==> config.mk <==
export PLATFORM = sky130hd
export DESIGN_NAME = logical_pipe
export DESIGN_NICKNAME = d
export VERILOG_FILES = /design/src/rtl/logical_pipe.sv
export SDC_FILE = /design/constraint.sdc
export NUM_CORES = 1
export LEC_CHECK = 0
export CAP_MARGIN = 20
export CELL_PAD_IN_SITES_DETAIL_PLACEMENT = 2
export CELL_PAD_IN_SITES_GLOBAL_PLACEMENT = 2
export CORE_MARGIN = 3
export CORE_UTILIZATION = 36
export CTS_CLUSTER_SIZE = 12
export DETAILED_ROUTE_END_ITERATION = 16
export HOLD_SLACK_MARGIN = 0.03
export MAX_ROUTING_LAYER = met4
export PLACE_DENSITY = 0.87
export SYNTH_ARGS = -nofsm -noshare
export SYNTH_HDL_FRONTEND = slang
export SYNTH_SLANG_ARGS = --single-unit
==> constraint.sdc <==
create_clock -name clk -period 5.2 [get_ports clk]
set_input_delay 1.04 -clock clk [delete_from_list [all_inputs] [get_ports clk]]
set_output_delay 1.04 -clock clk [all_outputs]
set_load 0.05 [all_outputs]
==> src/rtl/logical_pipe.sv <==
// logical_pipe: two-stage valid/ready pipeline computing a bitwise logic op
// on two N-bit operands, with zero/parity flags and a saturating count of
// completed output transfers.
module logical_pipe #(
   parameter int unsigned N     = 32,
   parameter int unsigned CNT_W = 16
) (
   input  logic             clk,
   input  logic             reset,
   input  logic [N-1:0]     A,
   input  logic [N-1:0]     B,
   input  logic [2:0]       op,
   input  logic             in_valid,
   output logic             in_ready,
   output logic [N-1:0]     R,
   output logic             zero,
   output logic             parity,
   output logic             out_valid,
   input  logic             out_ready,
   output logic [CNT_W-1:0] done_cnt
);

   localparam int unsigned OP_W = 3;

   localparam logic [OP_W-1:0] OP_AND  = 3'b000;
   localparam logic [OP_W-1:0] OP_OR   = 3'b001;
   localparam logic [OP_W-1:0] OP_XOR  = 3'b010;
   localparam logic [OP_W-1:0] OP_NOR  = 3'b011;
   localparam logic [OP_W-1:0] OP_NAND = 3'b100;
   localparam logic [OP_W-1:0] OP_XNOR = 3'b101;
   localparam logic [OP_W-1:0] OP_ANDN = 3'b110;

   localparam logic [CNT_W-1:0] CNT_MAX = {CNT_W{1'b1}};

   // stage 1: captured operands
   logic [N-1:0]    a1;
   logic [N-1:0]    b1;
   logic [OP_W-1:0] op1;
   logic            v1;

   // stage 2 valid flag; R/zero/parity are the stage 2 payload
   logic            v2;

   logic [N-1:0]    res_c;
   logic            s2_load_c;
   logic            in_xfer_c;
   logic            out_xfer_c;

   // handshake decode; a full pipe can still accept when the head drains
   always_comb begin
      in_ready   = !v1 || !v2 || out_ready;
      s2_load_c  = v1 && (!v2 || out_ready);
      in_xfer_c  = in_valid && in_ready;
      out_xfer_c = v2 && out_ready;
   end

   assign out_valid = v2;

   // logic unit operating on the stage 1 operands
   always_comb begin
      res_c = '0;
      unique case (op1)
         OP_AND:  res_c = a1 & b1;
         OP_OR:   res_c = a1 | b1;
         OP_XOR:  res_c = a1 ^ b1;
         OP_NOR:  res_c = ~(a1 | b1);
         OP_NAND: res_c = ~(a1 & b1);
         OP_XNOR: res_c = ~(a1 ^ b1);
         OP_ANDN: res_c = a1 & ~b1;
         default: res_c = a1;
      endcase
   end

   // pipeline registers and completion counter
   always_ff @(posedge clk) begin
      if (reset) begin
         a1       <= '0;
         b1       <= '0;
         op1      <= '0;
         v1       <= 1'b0;
         v2       <= 1'b0;
         R        <= '0;
         zero     <= 1'b1;
         parity   <= 1'b0;
         done_cnt <= '0;
      end else begin
         if (in_xfer_c) begin
            a1  <= A;
            b1  <= B;
            op1 <= op;
            v1  <= 1'b1;
         end else if (s2_load_c) begin
            v1  <= 1'b0;
         end

         if (s2_load_c) begin
            R      <= res_c;
            zero   <= (res_c == '0);
            parity <= ^res_c;
            v2     <= 1'b1;
         end else if (out_xfer_c) begin
            v2     <= 1'b0;
         end

         if (out_xfer_c && (done_cnt != CNT_MAX)) begin
            done_cnt <= done_cnt + CNT_W'(1);
         end
      end
   end

endmodule

==> out/metrics.yaml, run 1 <==
status: "completed"
postCtsHoldBufs: 0
wl_per_cell_um: 21.09
r2r_slack_ps: 1760
p_comb_frac: 0.241
insertion_delay_ps: 440
via_per_inst: 5.355
seq_power_share: 0.341
period_needed_ps: 4053
clock_path_buffers: 2
final_area_um2: 10560
ys_top_cells_by_count: "nand2_1 (185), dfxtp_1 (119), ha_1 (113)"
gp_congestion: 0.7714
start_util: 0.3732
seq_area_frac_synth: 0.2769
numCtsBuffers: 17
power.density_nw_per_um2: 283.1
clock_skew_ps: 10.95
ys_warn_count: 0
netlist_top_cells_area: "dfxtp_1 (28%), ha_1 (16%), nand2_1 (8.1%)"
p_clk_frac: 0.418
cts_tree: "built"
die_h_um: 160.6
vias: 7732
grt_max_degree: 102
p_sw_uw: 950.6
overflow: 0
synth_largest_area_cell: "dfxtp_1"
irDropWorstVdd_uv: 161.8
p_int_mw: 2.039
drtPass1Iterations: 5
synth.most_common_cell: "nand2_1"
wl_mm: 30.46
post-cts-setup-buffer-count: 0
cts-root-buf: "clkbuf_16"
seq_area_um2: 2389
coreArea_um2: 23050
crit_arrival_ps: 3010
yosys_register_bits: 119
yosys.cell_types.count: 44
rr_worst_depth: 10
syn_area_um2: 8605
finalSetupViolations: 0
area_growth_pct: 22.73
post-route-period-util: 0.7794
crit_type: "in2out"
ys.flop_type: "dfxtp_1"
max_freq_ghz: 0.2467
drcViolationCount: 0
ant_nets: 0
fin_ws_ps: 1147
fin_util: 0.4581
fill_cells: 2526
cts_sinks: 119
required_ps: 4160
grt_pass1_vias: 8670
antennaDiodeCount: 0
path_max_fanout: 5
finalSetupTns_ps: 0
r2r-end: "parity$_SDFFE_PP0P_"
dp_slack_ps: 1239
hold_class: "reg2reg"
row_count: 55
hold_viol_final: 0
slew_viol_final: 0
worstSetupEndpointType: "output port"
drive_above_1_share: 0.07250
fp.dieW_um: 160.6
post_cts_resized: 0
clk_pin_slew_worst_paths_ps: 60
synth_nets: 1223
slew_headroom: 0.2245
switching_share: 0.3180
holdPathEnd: "R[25]$_SDFFE_PP0P_"
drv_cap: 0
async_reset_ff_frac: 0
dieArea_um2: 25790
hp-start: "R[25]$_SDFFE_PP0P_"
synthCells: 1039
grt_antenna_before_repair: 0
fin_nets: 1302
start_kind: "input port"
drt_iter0_markers: 319
post_dp_cell_area_um2: 9956
fin_hold_ws_ps: 455.2
io_buffers: 122
multi_input_area_um2: 5562
holdPathStages: 2
cellLeakagePower_nw: 4.015
rsz0062_at_grt: "no"
ctsHtreeMaxLevel: 4
synth-edff-count: 0
ios: 123
synth.top_cell.area_share: 0.2769
grt_pass1_wl_mm: 48.27
synth_area_per_cell_um2: 8.282
dp_hpwl_mm: 19.58
tightest_slew_ps: 1161
worstReg2RegStart: "op1[1]$_SDFFE_PP0P_"
track_usage: 0.2438
==> logic make-up (layout without fill, tap and decap cells) <==
group | Yosys count | after routing | share of synthesized area
simple gates | 281 | 281 | 0.1397
compound gates | 235 | 235 | 0.1616
buf+inv | 156 | 248 | 0.07838
flops | 119 | 119 | 0.2769
fa+ha+maj | 113 | 113 | 0.1643
mux | 77 | 77 | 0.1201
xor+xnor | 58 | 58 | 0.05904
==> worst max-delay path by stage <==
stage / to / start
final: in_ready / out_ready
after global routing: in_ready / out_ready
after CTS: in_ready / out_ready
after detailed placement: in_ready / out_ready
after global placement: in_ready / out_ready
after floorplan: in_ready / out_ready
==> cell type report <==
type	count	share of cell area
multi-input cells	764	0.5267
flip-flops and latches	119	0.2262
inverters	86	0.03057
clock buffers	17	0.04028
well taps	313	0.03709
repair buffers	130	0.1223
clock inverters	15	0.01694
==> per-layer routing <==
metal,vias to the layer above,track usage,part of all wire
met4,0,0.08402,0.028
met2,170,0.4237,0.51
li1,3647,-,-
met1,3862,0.2827,0.43
met5,-,-,0
met3,53,0.04436,0.035
==> worst max-delay path, cell delays in order <==
cell and delay [ps]:
clkdlybuf4s50_1 490, nor2b_1 530, nand2_1 200, clkdlybuf4s50_1 750
==> power groups by stage <==
| stage | Sequential [mW] | Clock [mW] | Combinational [mW] |
|---|---|---|---|
| 5_1_grt | 1.03 | 1.31 | 0.788 |
| 6_report | 1.02 | 1.25 | 0.721 |
| 3_5_place_dp | 1.03 | 0 | 0.699 |
| 3_3_place_gp | 1.03 | 0 | 0.662 |
| 2_1_floorplan | 1.05 | 0 | 0.459 |
| 4_1_cts | 1.02 | 1.27 | 0.727 |
==> sequential cells by signal, summed over array words and instances, names as in the netlist <==
signal and count:
done_cnt 16, b1 32, a1 32, out_valid 1, R 32, zero 1, parity 1, op1 3
v1 1
==> per-stage QoR <==
step | total power, mW | std cells
after detailed placement | 1.734 | 1412
final | 2.990 | 1444
after floorplan | 1.514 | 1039
after global routing | 3.128 | 1444
after global placement | 1.692 | 1412
after CTS | 3.016 | 1444
==> cells in the final DEF, fill, tap and decap left out, types with 2 or more instances in the layout <==
master           synthesis  routed
nand2_1                185     184
clkdlybuf4s50_1          0     121
dfxtp_1                119     116
ha_1                   113     113
a21oi_1                 91      91
inv_1                   86      86
o21ai_0                 73      73
mux2i_1                 56      56
nor2_1                  41      41
xor2_1                  37      37
xnor2_1                 21      21
mux4_2                  21      21
clkbuf_16                0      17
nor2b_1                 16      15
o21bai_1                13      13
o211ai_1                13      13
a2bb2oi_1               13      13
and2_1                  13      12
a211oi_1                11      11
o21ba_2                 10      10
nand4_1                  8       8
buf_4                    7       8
nand3_1                  4       4
o21ai_1                  4       4
clkinvlp_4               0       4
nor3b_1                  3       3
clkinv_2                 0       3
bufinv_16                0       3
clkinv_4                 0       3
and4_1                   2       2
o2111ai_1                2       2
and3_1                   2       2
inv_6                    0       2
dfxtp_2                  0       2
Note: power is estimated with default switching activity, not from simulation.
==> run 2, diff against run 1 <==
CORE_UTILIZATION = 30   (was 36)
PLACE_DENSITY = 0.77   (was 0.87)
clock period = 3.65 ns   (was 5.2 ns; I/O delays follow)
==> out/metrics.yaml, run 2 (synthesis gave the netlist of run 1 again) <==
status: "completed"
drt_iter0_markers: 285
hold_viol_final: 0
cts-root-buf: "clkbuf_16"
post_cts_resized: 0
drv_cap: 0
start_util: 0.3072
path_max_fanout: 5
gp_congestion: 0.7607
period_needed_ps: 3171
ios: 123
finalSetupViolations: 0
die_h_um: 175.4
fill_cells: 3146
insertion_delay_ps: 430
numCtsBuffers: 17
top_regs: "R x32, a1 x32, b1 x32"
grt_pass1_vias: 8196
irDropWorstVdd_uv: 316.3
postCtsHoldBufs: 0
coreArea_um2: 28010
wl_mm: 27.39
rsz0062_at_grt: "no"
grt_max_degree: 68
via_per_inst: 4.963
overflow: 0
drcViolationCount: 0
grt_antenna_before_repair: 0
crit_path_end: "in_ready"
io_buffers: 122
mostFrequentLayoutCells: "nand2_1 (184), clkdlybuf4s50_1 (121), dfxtp_1 (116)"
worstSetupEndpointType: "output port"
fin_util: 0.3840
slew_viol_final: 0
fin_hold_ws_ps: 463.7
ant_nets: 0
slew_headroom: 0.5448
start_kind: "input port"
cts_tree: "built"
required_ps: 2920
clk_pin_slew_worst_paths_ps: 60
crit_arrival_ps: 2440
hold_class: "reg2reg"
drive_above_1_share: 0.07975
clock_path_buffers: 2
seq_area_um2: 2389
worstReg2RegStart: "op1[1]$_SDFFE_PP0P_"
post-cts-setup-buffer-count: 0
post-route-period-util: 0.8688
area_growth_pct: 25.00
clock_skew_ps: 10.89
holdPathStages: 2
multi_input_area_um2: 5554
cellLeakagePower_nw: 4.082
r2r-end: "parity$_SDFFE_PP0P_"
fin_nets: 1312
wl_per_cell_um: 18.03
fp.dieW_um: 175.4
max_freq_ghz: 0.3154
finalSetupTns_ps: 0
dieArea_um2: 30750
vias: 7539
r2r_slack_ps: 510
final_common_cell: "nand2_1"
cts_sinks: 119
rr_worst_depth: 10
cp-startpoint: "out_ready"
crit_type: "in2out"
power.density_nw_per_um2: 386.1
track_usage: 0.1840
tightest_slew_ps: 682.8
grt_pass1_wl_mm: 44.04
ctsHtreeMaxLevel: 4
antennaDiodeCount: 0
drtPass1Iterations: 4
dp_hpwl_mm: 19.04
row_count: 61
==> run 2: per-layer routing <==
| layer | vias to the layer above | wire (um) | global-route usage |
|---|---|---|---|
| met5 | - | 0 | - |
| met4 | 0 | 486 | 0.05020 |
| met3 | 34 | 813 | 0.02529 |
| met2 | 118 | 13520 | 0.3181 |
| met1 | 3725 | 12560 | 0.2251 |
| li1 | 3662 | - | - |
==> run 2: how the worst min path moves through the flow <==
stage | to | start | slack, ps
after floorplan | b1[0]$_SDFFE_PP0P_ | b1[0]$_SDFFE_PP0P_ | 450
after global placement | R[31]$_SDFFE_PP0P_ | R[31]$_SDFFE_PP0P_ | 450
after detailed placement | R[25]$_SDFFE_PP0P_ | R[25]$_SDFFE_PP0P_ | 460
after CTS | R[25]$_SDFFE_PP0P_ | R[25]$_SDFFE_PP0P_ | 470
after global routing | R[10]$_SDFFE_PP0P_ | R[10]$_SDFFE_PP0P_ | 490
final | R[30]$_SDFFE_PP0P_ | R[30]$_SDFFE_PP0P_ | 460
==> run 2: per-stage QoR <==
stage                     instance area [um2]  cells  worst slack (ps)  total power [mW]
after floorplan                          8605   1039              1037             2.157
after global placement                  10180   1487             482.0             2.446
after detailed placement                10180   1487             494.3             2.490
after CTS                               10760   1519             478.6             4.212
after global routing                    10760   1519             303.2             4.359
final                                   10760   1519             479.0             4.153
==> run 2: worst max-delay path, cell delays in order <==
cell and delay, ps:
clkdlybuf4s50_1 470, nor2b_1 330, nand2_1 170, clkdlybuf4s50_1 740
==> run 2: final cells by class <==
type	instances	area share
clock buffer	17	0.03955
timing repair buffer	140	0.1340
tap	378	0.04397
multi-input combinational	764	0.5164
clock inverter	15	0.01396
sequential	119	0.2221
inverter	86	0.03001
==> run 2: report_power, final <==
| group | switching [mW] | leakage [nW] | internal (mW) |
|---|---|---|---|
| clock network | 0.775 | 0.282 | 0.911 |
| logic | 0.540 | 2.83 | 0.479 |
| registers | 0.0860 | 0.975 | 1.36 |
| total | 1.40 | 4.08 | 2.75 |
